### config.mk
export PLATFORM = sky130hd
export DESIGN_NAME = stopwatch_core
export DESIGN_NICKNAME = d
export VERILOG_FILES = /design/src/rtl/stopwatch_core.sv
export SDC_FILE = /design/constraint.sdc
export NUM_CORES = 1
export LEC_CHECK = 0
export CAP_MARGIN = 10
export CELL_PAD_IN_SITES_DETAIL_PLACEMENT = 1
export CELL_PAD_IN_SITES_GLOBAL_PLACEMENT = 2
export CORE_ASPECT_RATIO = 2
export CORE_MARGIN = 3
export CORE_UTILIZATION = 40
export CTS_CLUSTER_DIAMETER = 60
export DETAILED_ROUTE_END_ITERATION = 7
export PLACE_DENSITY = 0.86
export REMOVE_ABC_BUFFERS = 1
export SLEW_MARGIN = 10
export SYNTH_ARGS = -nofsm -noshare
export SYNTH_HDL_FRONTEND = slang
export SYNTH_SLANG_ARGS = --single-unit
### constraint.sdc
create_clock -name clk -period 3.2 [get_ports clk]
set_input_delay 0.48 -clock clk [delete_from_list [all_inputs] [get_ports clk]]
set_output_delay 0.48 -clock clk [all_outputs]
set_load 0.02 [all_outputs]
### src/rtl/stopwatch_core.sv
// Stopwatch counting engine: min:sec with run/pause, field adjust and blink.
// Optional countdown support is enabled by defining STOPWATCH_COUNTDOWN_EN.
module stopwatch_core #(
  parameter int TICK_DIV  = 100000000,
  parameter int ADJ_DIV   = 50000000,
  parameter int BLINK_DIV = 25000000,
  parameter int MIN_MAX   = 99,
  parameter int MIN_W     = 7
) (
  input  logic             clk,
  input  logic             reset,
  input  logic             pause,
  input  logic             adj,
  input  logic             sel,
`ifdef STOPWATCH_COUNTDOWN_EN
  input  logic             down,
  output logic             expired,
`endif
  output logic [MIN_W-1:0] min,
  output logic [5:0]       sec,
  output logic             blink_min,
  output logic             blink_sec,
  output logic             running,
  output logic             rollover
);

  localparam int TW = $clog2(TICK_DIV > 1 ? TICK_DIV : 2);
  localparam int AW = $clog2(ADJ_DIV > 1 ? ADJ_DIV : 2);
  localparam int BW = $clog2(BLINK_DIV > 1 ? BLINK_DIV : 2);

  localparam logic [TW-1:0]    TICK_LAST  = TW'(TICK_DIV - 1);
  localparam logic [AW-1:0]    ADJ_LAST   = AW'(ADJ_DIV - 1);
  localparam logic [BW-1:0]    BLINK_LAST = BW'(BLINK_DIV - 1);
  localparam logic [MIN_W-1:0] MIN_LAST   = MIN_W'(MIN_MAX);

  typedef enum logic [1:0] {
    S_RUN,
    S_PAUSED,
    S_ADJ
  } state_t;

  state_t          state;
  logic            held;
  logic [TW-1:0]   tick_cnt;
  logic [AW-1:0]   adj_cnt;
  logic [BW-1:0]   blink_cnt;
  logic            phase;

  logic            tick;
  logic            adj_tick;
  logic            sec_wrap;
  logic            min_wrap;
  logic [5:0]      sec_up;
  logic [MIN_W-1:0] min_up;
  logic            phase_n;

  assign tick     = (tick_cnt == TICK_LAST);
  assign adj_tick = (adj_cnt == ADJ_LAST);
  assign sec_wrap = (sec == 6'd59);
  assign min_wrap = (min == MIN_LAST);
  assign sec_up   = sec_wrap ? 6'd0 : sec + 6'd1;
  assign min_up   = min_wrap ? '0 : min + 1'b1;
  assign phase_n  = (blink_cnt == BLINK_LAST) ? ~phase : phase;

  // Mode control, prescalers, count and registered display qualifiers
  always_ff @(posedge clk) begin
    if (!reset) begin
      state     <= S_RUN;
      held      <= 1'b1;
      min       <= '0;
      sec       <= '0;
      tick_cnt  <= '0;
      adj_cnt   <= '0;
      blink_cnt <= '0;
      phase     <= 1'b0;
      blink_min <= 1'b0;
      blink_sec <= 1'b0;
      rollover  <= 1'b0;
      running   <= 1'b1;
`ifdef STOPWATCH_COUNTDOWN_EN
      expired   <= 1'b0;
`endif
    end else begin
      rollover  <= 1'b0;
      blink_min <= 1'b0;
      blink_sec <= 1'b0;
      if (state != S_ADJ && adj) begin
        state     <= S_ADJ;
        held      <= (state == S_RUN);
        running   <= 1'b0;
        adj_cnt   <= '0;
        blink_cnt <= '0;
        phase     <= 1'b0;
`ifdef STOPWATCH_COUNTDOWN_EN
        expired   <= 1'b0;
`endif
      end else begin
        unique case (state)
          S_RUN: begin
            if (pause) begin
              state   <= S_PAUSED;
              running <= 1'b0;
`ifdef STOPWATCH_COUNTDOWN_EN
              expired <= 1'b0;
`endif
            end else begin
              tick_cnt <= tick ? '0 : tick_cnt + 1'b1;
              if (tick) begin
`ifdef STOPWATCH_COUNTDOWN_EN
                if (down) begin
                  if (sec != 6'd0 || min != '0) begin
                    if (sec == 6'd0) begin
                      sec <= 6'd59;
                      min <= min - 1'b1;
                    end else begin
                      sec <= sec - 6'd1;
                    end
                    if (min == '0 && sec == 6'd1) begin
                      state   <= S_PAUSED;
                      running <= 1'b0;
                      expired <= 1'b1;
                    end
                  end
                end else begin
`else
                begin
`endif
                  sec <= sec_up;
                  if (sec_wrap) begin
                    min      <= min_up;
                    rollover <= min_wrap;
                  end
                end
              end
            end
          end
          S_PAUSED: begin
            if (pause) begin
`ifdef STOPWATCH_COUNTDOWN_EN
              if (expired) begin
                expired <= 1'b0;
              end else begin
                state   <= S_RUN;
                running <= 1'b1;
              end
`else
              state   <= S_RUN;
              running <= 1'b1;
`endif
            end
          end
          default: begin
            if (!adj) begin
              state   <= held ? S_RUN : S_PAUSED;
              running <= held;
            end else begin
              if (pause) held <= ~held;
              adj_cnt <= adj_tick ? '0 : adj_cnt + 1'b1;
              if (adj_tick) begin
                if (sel) sec <= sec_up;
                else     min <= min_up;
              end
              blink_cnt <= (blink_cnt == BLINK_LAST) ? '0 : blink_cnt + 1'b1;
              phase     <= phase_n;
              blink_min <= phase_n & ~sel;
              blink_sec <= phase_n & sel;
            end
          end
        endcase
      end
    end
  end

endmodule
==> metrics.log <==
INFO  metric run_status = finished, final reports clean
INFO  metric cts_buffers = 9
INFO  metric share_of_the_yosys_chip_area_belonging_to_registers = 43.6%
INFO  metric area.growth.synth_to_final = 15.1%
INFO  metric grt-ovfl-total = 0
INFO  metric skew_final = 0.0141 ns
INFO  metric type_of_the_worst_min_delay_path = flop to flop
INFO  metric instances_no_fill = 703
INFO  metric post-synth-top-area-cell = sky130_fd_sc_hd__dfxtp_1
INFO  metric fraction_of_layout_instances_using_a_drive_strength_above_1 = 6.04%
INFO  metric worstPathRequired = 3.45 ns
INFO  metric first_pass_grt_wire_length = 18200 um
INFO  metric final_area = 5230 sq um
INFO  metric sequential_cell_area = 1980 sq um
INFO  metric first_global_vias = 3994
INFO  metric drv_cap = 0
INFO  metric detail_route.wl_per_cell = 15.0 um
INFO  metric ios = 22
INFO  metric die_h = 157 um
INFO  metric synth-seq-cells = 99
INFO  metric final_nets = 568
INFO  metric drc_errors = 0
INFO  metric critPathLaunchType = flop
INFO  metric tritoncts_num_sinks = 99
INFO  metric floorplan.initialDensity = 41.2%
INFO  metric postCtsHoldBufs = 0
INFO  metric coreArea = 11000 sq um
INFO  metric total_leakage_power = 1.79 nW
INFO  metric synth-edff-count = 0
INFO  metric cp_slowest_cell = sky130_fd_sc_hd__nor4_1
INFO  metric finalHoldViolCount = 0
INFO  metric antenna_found_initial = 0
INFO  metric routed_wire_length = 10500 um
INFO  metric final.setup.tns = 0 ns
INFO  metric ff2ff_path_depth = 6
INFO  metric cp.arrival = 2.75 ns
INFO  metric overall_die_width = 81.3 um
INFO  metric async_flop_share = 0%
INFO  metric fraction_of_post_synthesis_cell_area_in_the_top_cell_type_by_area = 43.6%
INFO  metric sequence_of_cells_on_the_critical_path = nor4b_1, nand4_1, nor4_1, a22o_1, a21oi_1, a311oi_1
INFO  metric netlist_area = 4540 sq um
INFO  metric grt_setup_unrepaired = no
INFO  metric syn_avg_cell_area = 8.52 sq um
INFO  metric drtIter0Drc = 95
INFO  metric rows = 54
INFO  metric postPlaceCellArea = 4920 sq um
INFO  metric routed_via_density = 5.30
INFO  metric multiInputGateArea = 2460 sq um
INFO  metric r2r-start = adj_cnt[9]
INFO  metric post_synth_num_cell_types = 46
INFO  metric cp_num_buf_inv = 0
INFO  metric crit_path_end_kind = flop
INFO  metric report.final.slew_viol_count = 0
INFO  metric maximum_number_of_pins_on_one_net_before_global_route_repair = 28
INFO  metric place_congestion = 0.752
INFO  metric ir_drop = 278 uV
INFO  metric cpPeakStageDelay = 0.68 ns
INFO  metric max_clock_freq = 401 MHz
INFO  metric antenna_left = 0
INFO  metric dp_cells = 687
INFO  metric antenna_cells_inserted = 0
INFO  metric timing.slew.headroom = 50.6%
INFO  metric dp_hpwl = 7670 um
INFO  metric path_delay_family = simple AND/OR/NAND/NOR gates
INFO  metric netlist_top_cells_area = sky130_fd_sc_hd__dfxtp_1, sky130_fd_sc_hd__xor2_1, sky130_fd_sc_hd__nor2_1, sky130_fd_sc_hd__xnor2_1, sky130_fd_sc_hd__nand2_1
INFO  metric fp.dieArea = 12700 sq um
INFO  metric worst-slew-pin-transition = 0.734 ns
INFO  metric tritoncts_clock_tree = built
INFO  metric numPortBuffers = 21
INFO  metric fillcell_total = 1311
INFO  metric cts_htree_levels = 3
INFO  metric clkLatencyLatePin = 0.35 ns
INFO  metric groute.usage.overall = 18.0%
INFO  metric clock_pin_slew_worst_setup_and_hold_paths = 0.08 ns
INFO  metric cts_root_buf = sky130_fd_sc_hd__clkbuf_16
INFO  metric post-route-min-period = 2.49 ns
INFO  metric timing.hold.worst.start = adj_cnt[1]
INFO  metric finalSetupViolCount = 0
INFO  metric synth_top_cells_by_count = sky130_fd_sc_hd__nor2_1, sky130_fd_sc_hd__dfxtp_1, sky130_fd_sc_hd__nand2_1, sky130_fd_sc_hd__xor2_1, sky130_fd_sc_hd__xnor2_1
INFO  metric cts_setup_buffers = 0
INFO  metric via_count = 3724
INFO  metric cts.path.max_buffers = 2
INFO  metric drt-pass1-iter-count = 4
INFO  metric whs_endpoint = adj_cnt[1]
INFO  metric cts_resized = 0
INFO  metric synth.yosys.warnings = 0
INFO  metric setup_slack_of_the_most_critical_reg_to_reg_path = 0.71 ns
INFO  metric whs_path_depth = 2
INFO  metric syn-instance-count = 533
INFO  metric synth.most_common_cell = sky130_fd_sc_hd__nor2_1
INFO  metric cellPowerDensity = 463 nW/um^2
INFO  metric r2r_end = min[6]
INFO  metric post_synth_top_flop = sky130_fd_sc_hd__dfxtp_1
INFO  metric final.period_utilization = 77.9%
INFO  metric criticalPathCategory = flop to flop
INFO  metric critical_path_peak_fanout = 9
==> layout make-up <==
type	instances	area share [%]
Sequential cell	99	37.9
Tap cell	140	3.35
Clock buffer	11	4.64
Inverter	6	0.431
Multi-Input combinational cell	411	47.0
Clock inverter	5	1.17
Timing Repair Buffer	31	5.46
==> cell families after synthesis <==
family / Yosys count / share of synthesized area (%)
mux: 9 / 1.98
xor+xnor: 76 / 14.7
flops: 99 / 43.6
compound gates: 29 / 4.19
buf+inv: 23 / 2.34
fa+ha+maj: 5 / 1.38
simple gates: 292 / 31.8
==> power by group <==
group	total, mW	switching (mW)	leakage [nW]	internal, mW
combinational	0.0697	0.0450	0.855	0.0247
clock	1.11	0.479	0.138	0.631
sequential	1.24	0.00705	0.798	1.24
total	2.42	0.531	1.79	1.89
==> sequential cells by signal, summed over array words and instances, names as in the netlist <==
register and count:
running 1, adj_cnt 26, blink_cnt 25, state 2
rollover 1, blink_sec 1, sec 6, tick_cnt 27
blink_min 1, phase 1, min 7, held 1
==> layer usage <==
metal,global-route usage (%),part of all wire [%],vias to the layer above,routed length [um]
met5,0,0,-,0
met4,9.91,3.4,0,353
met3,2.07,1.9,23,198
met2,33.7,56,33,5890
met1,18.8,39,1803,4080
li1,-,-,1865,-
==> cells in the final DEF, fill, tap and decap left out, types with 5 or more instances in the layout <==
cell type | Yosys | routed
sky130_fd_sc_hd__clkdlybuf4s50_1 | 0 | 21
sky130_fd_sc_hd__buf_4 | 0 | 10
sky130_fd_sc_hd__xnor2_1 | 30 | 30
sky130_fd_sc_hd__nor3_1 | 10 | 10
sky130_fd_sc_hd__ha_1 | 5 | 5
sky130_fd_sc_hd__and3_1 | 14 | 14
sky130_fd_sc_hd__nand4_1 | 20 | 20
sky130_fd_sc_hd__inv_1 | 6 | 6
sky130_fd_sc_hd__nand3_1 | 28 | 28
sky130_fd_sc_hd__nor2_1 | 106 | 106
sky130_fd_sc_hd__clkbuf_16 | 0 | 9
sky130_fd_sc_hd__nand2_1 | 59 | 59
sky130_fd_sc_hd__mux2i_1 | 9 | 9
sky130_fd_sc_hd__and2_1 | 6 | 6
sky130_fd_sc_hd__o21ai_0 | 7 | 7
sky130_fd_sc_hd__dfxtp_1 | 99 | 99
sky130_fd_sc_hd__nor4_1 | 11 | 10
sky130_fd_sc_hd__xor2_1 | 46 | 46
sky130_fd_sc_hd__a21oi_1 | 9 | 9
==> worst min-delay path: cells and delay by family, from the launching register on <==
family	cells	cell delay [ns]
compound gates	1	0.05
flops	1	0.32
simple gates	1	0.06
==> stage by stage <==
step                      power (mW)  setup WS, ns  utilization (%)  hold slack [ns]
final                           2.42         0.706             47.5            0.483
after global routing            2.52         0.419             47.5            0.527
after CTS                       2.46         0.693             47.5            0.488
after detailed placement        1.34         0.423             44.7            0.479
after global placement          1.34         0.563             44.7            0.476
after floorplan                 1.31         0.426                -            0.454
==> worst max path at each step <==
stage	cells after the start	endpoint	startpoint
6_report	6	min[6]	adj_cnt[9]
5_1_grt	6	sec[5]	adj_cnt[19]
4_1_cts	6	min[6]	adj_cnt[9]
3_5_place_dp	8	min[6]	adj
2_1_floorplan	6	tick_cnt[25]	adj
3_3_place_gp	8	min[6]	adj
(Power assumes the default switching activity.)
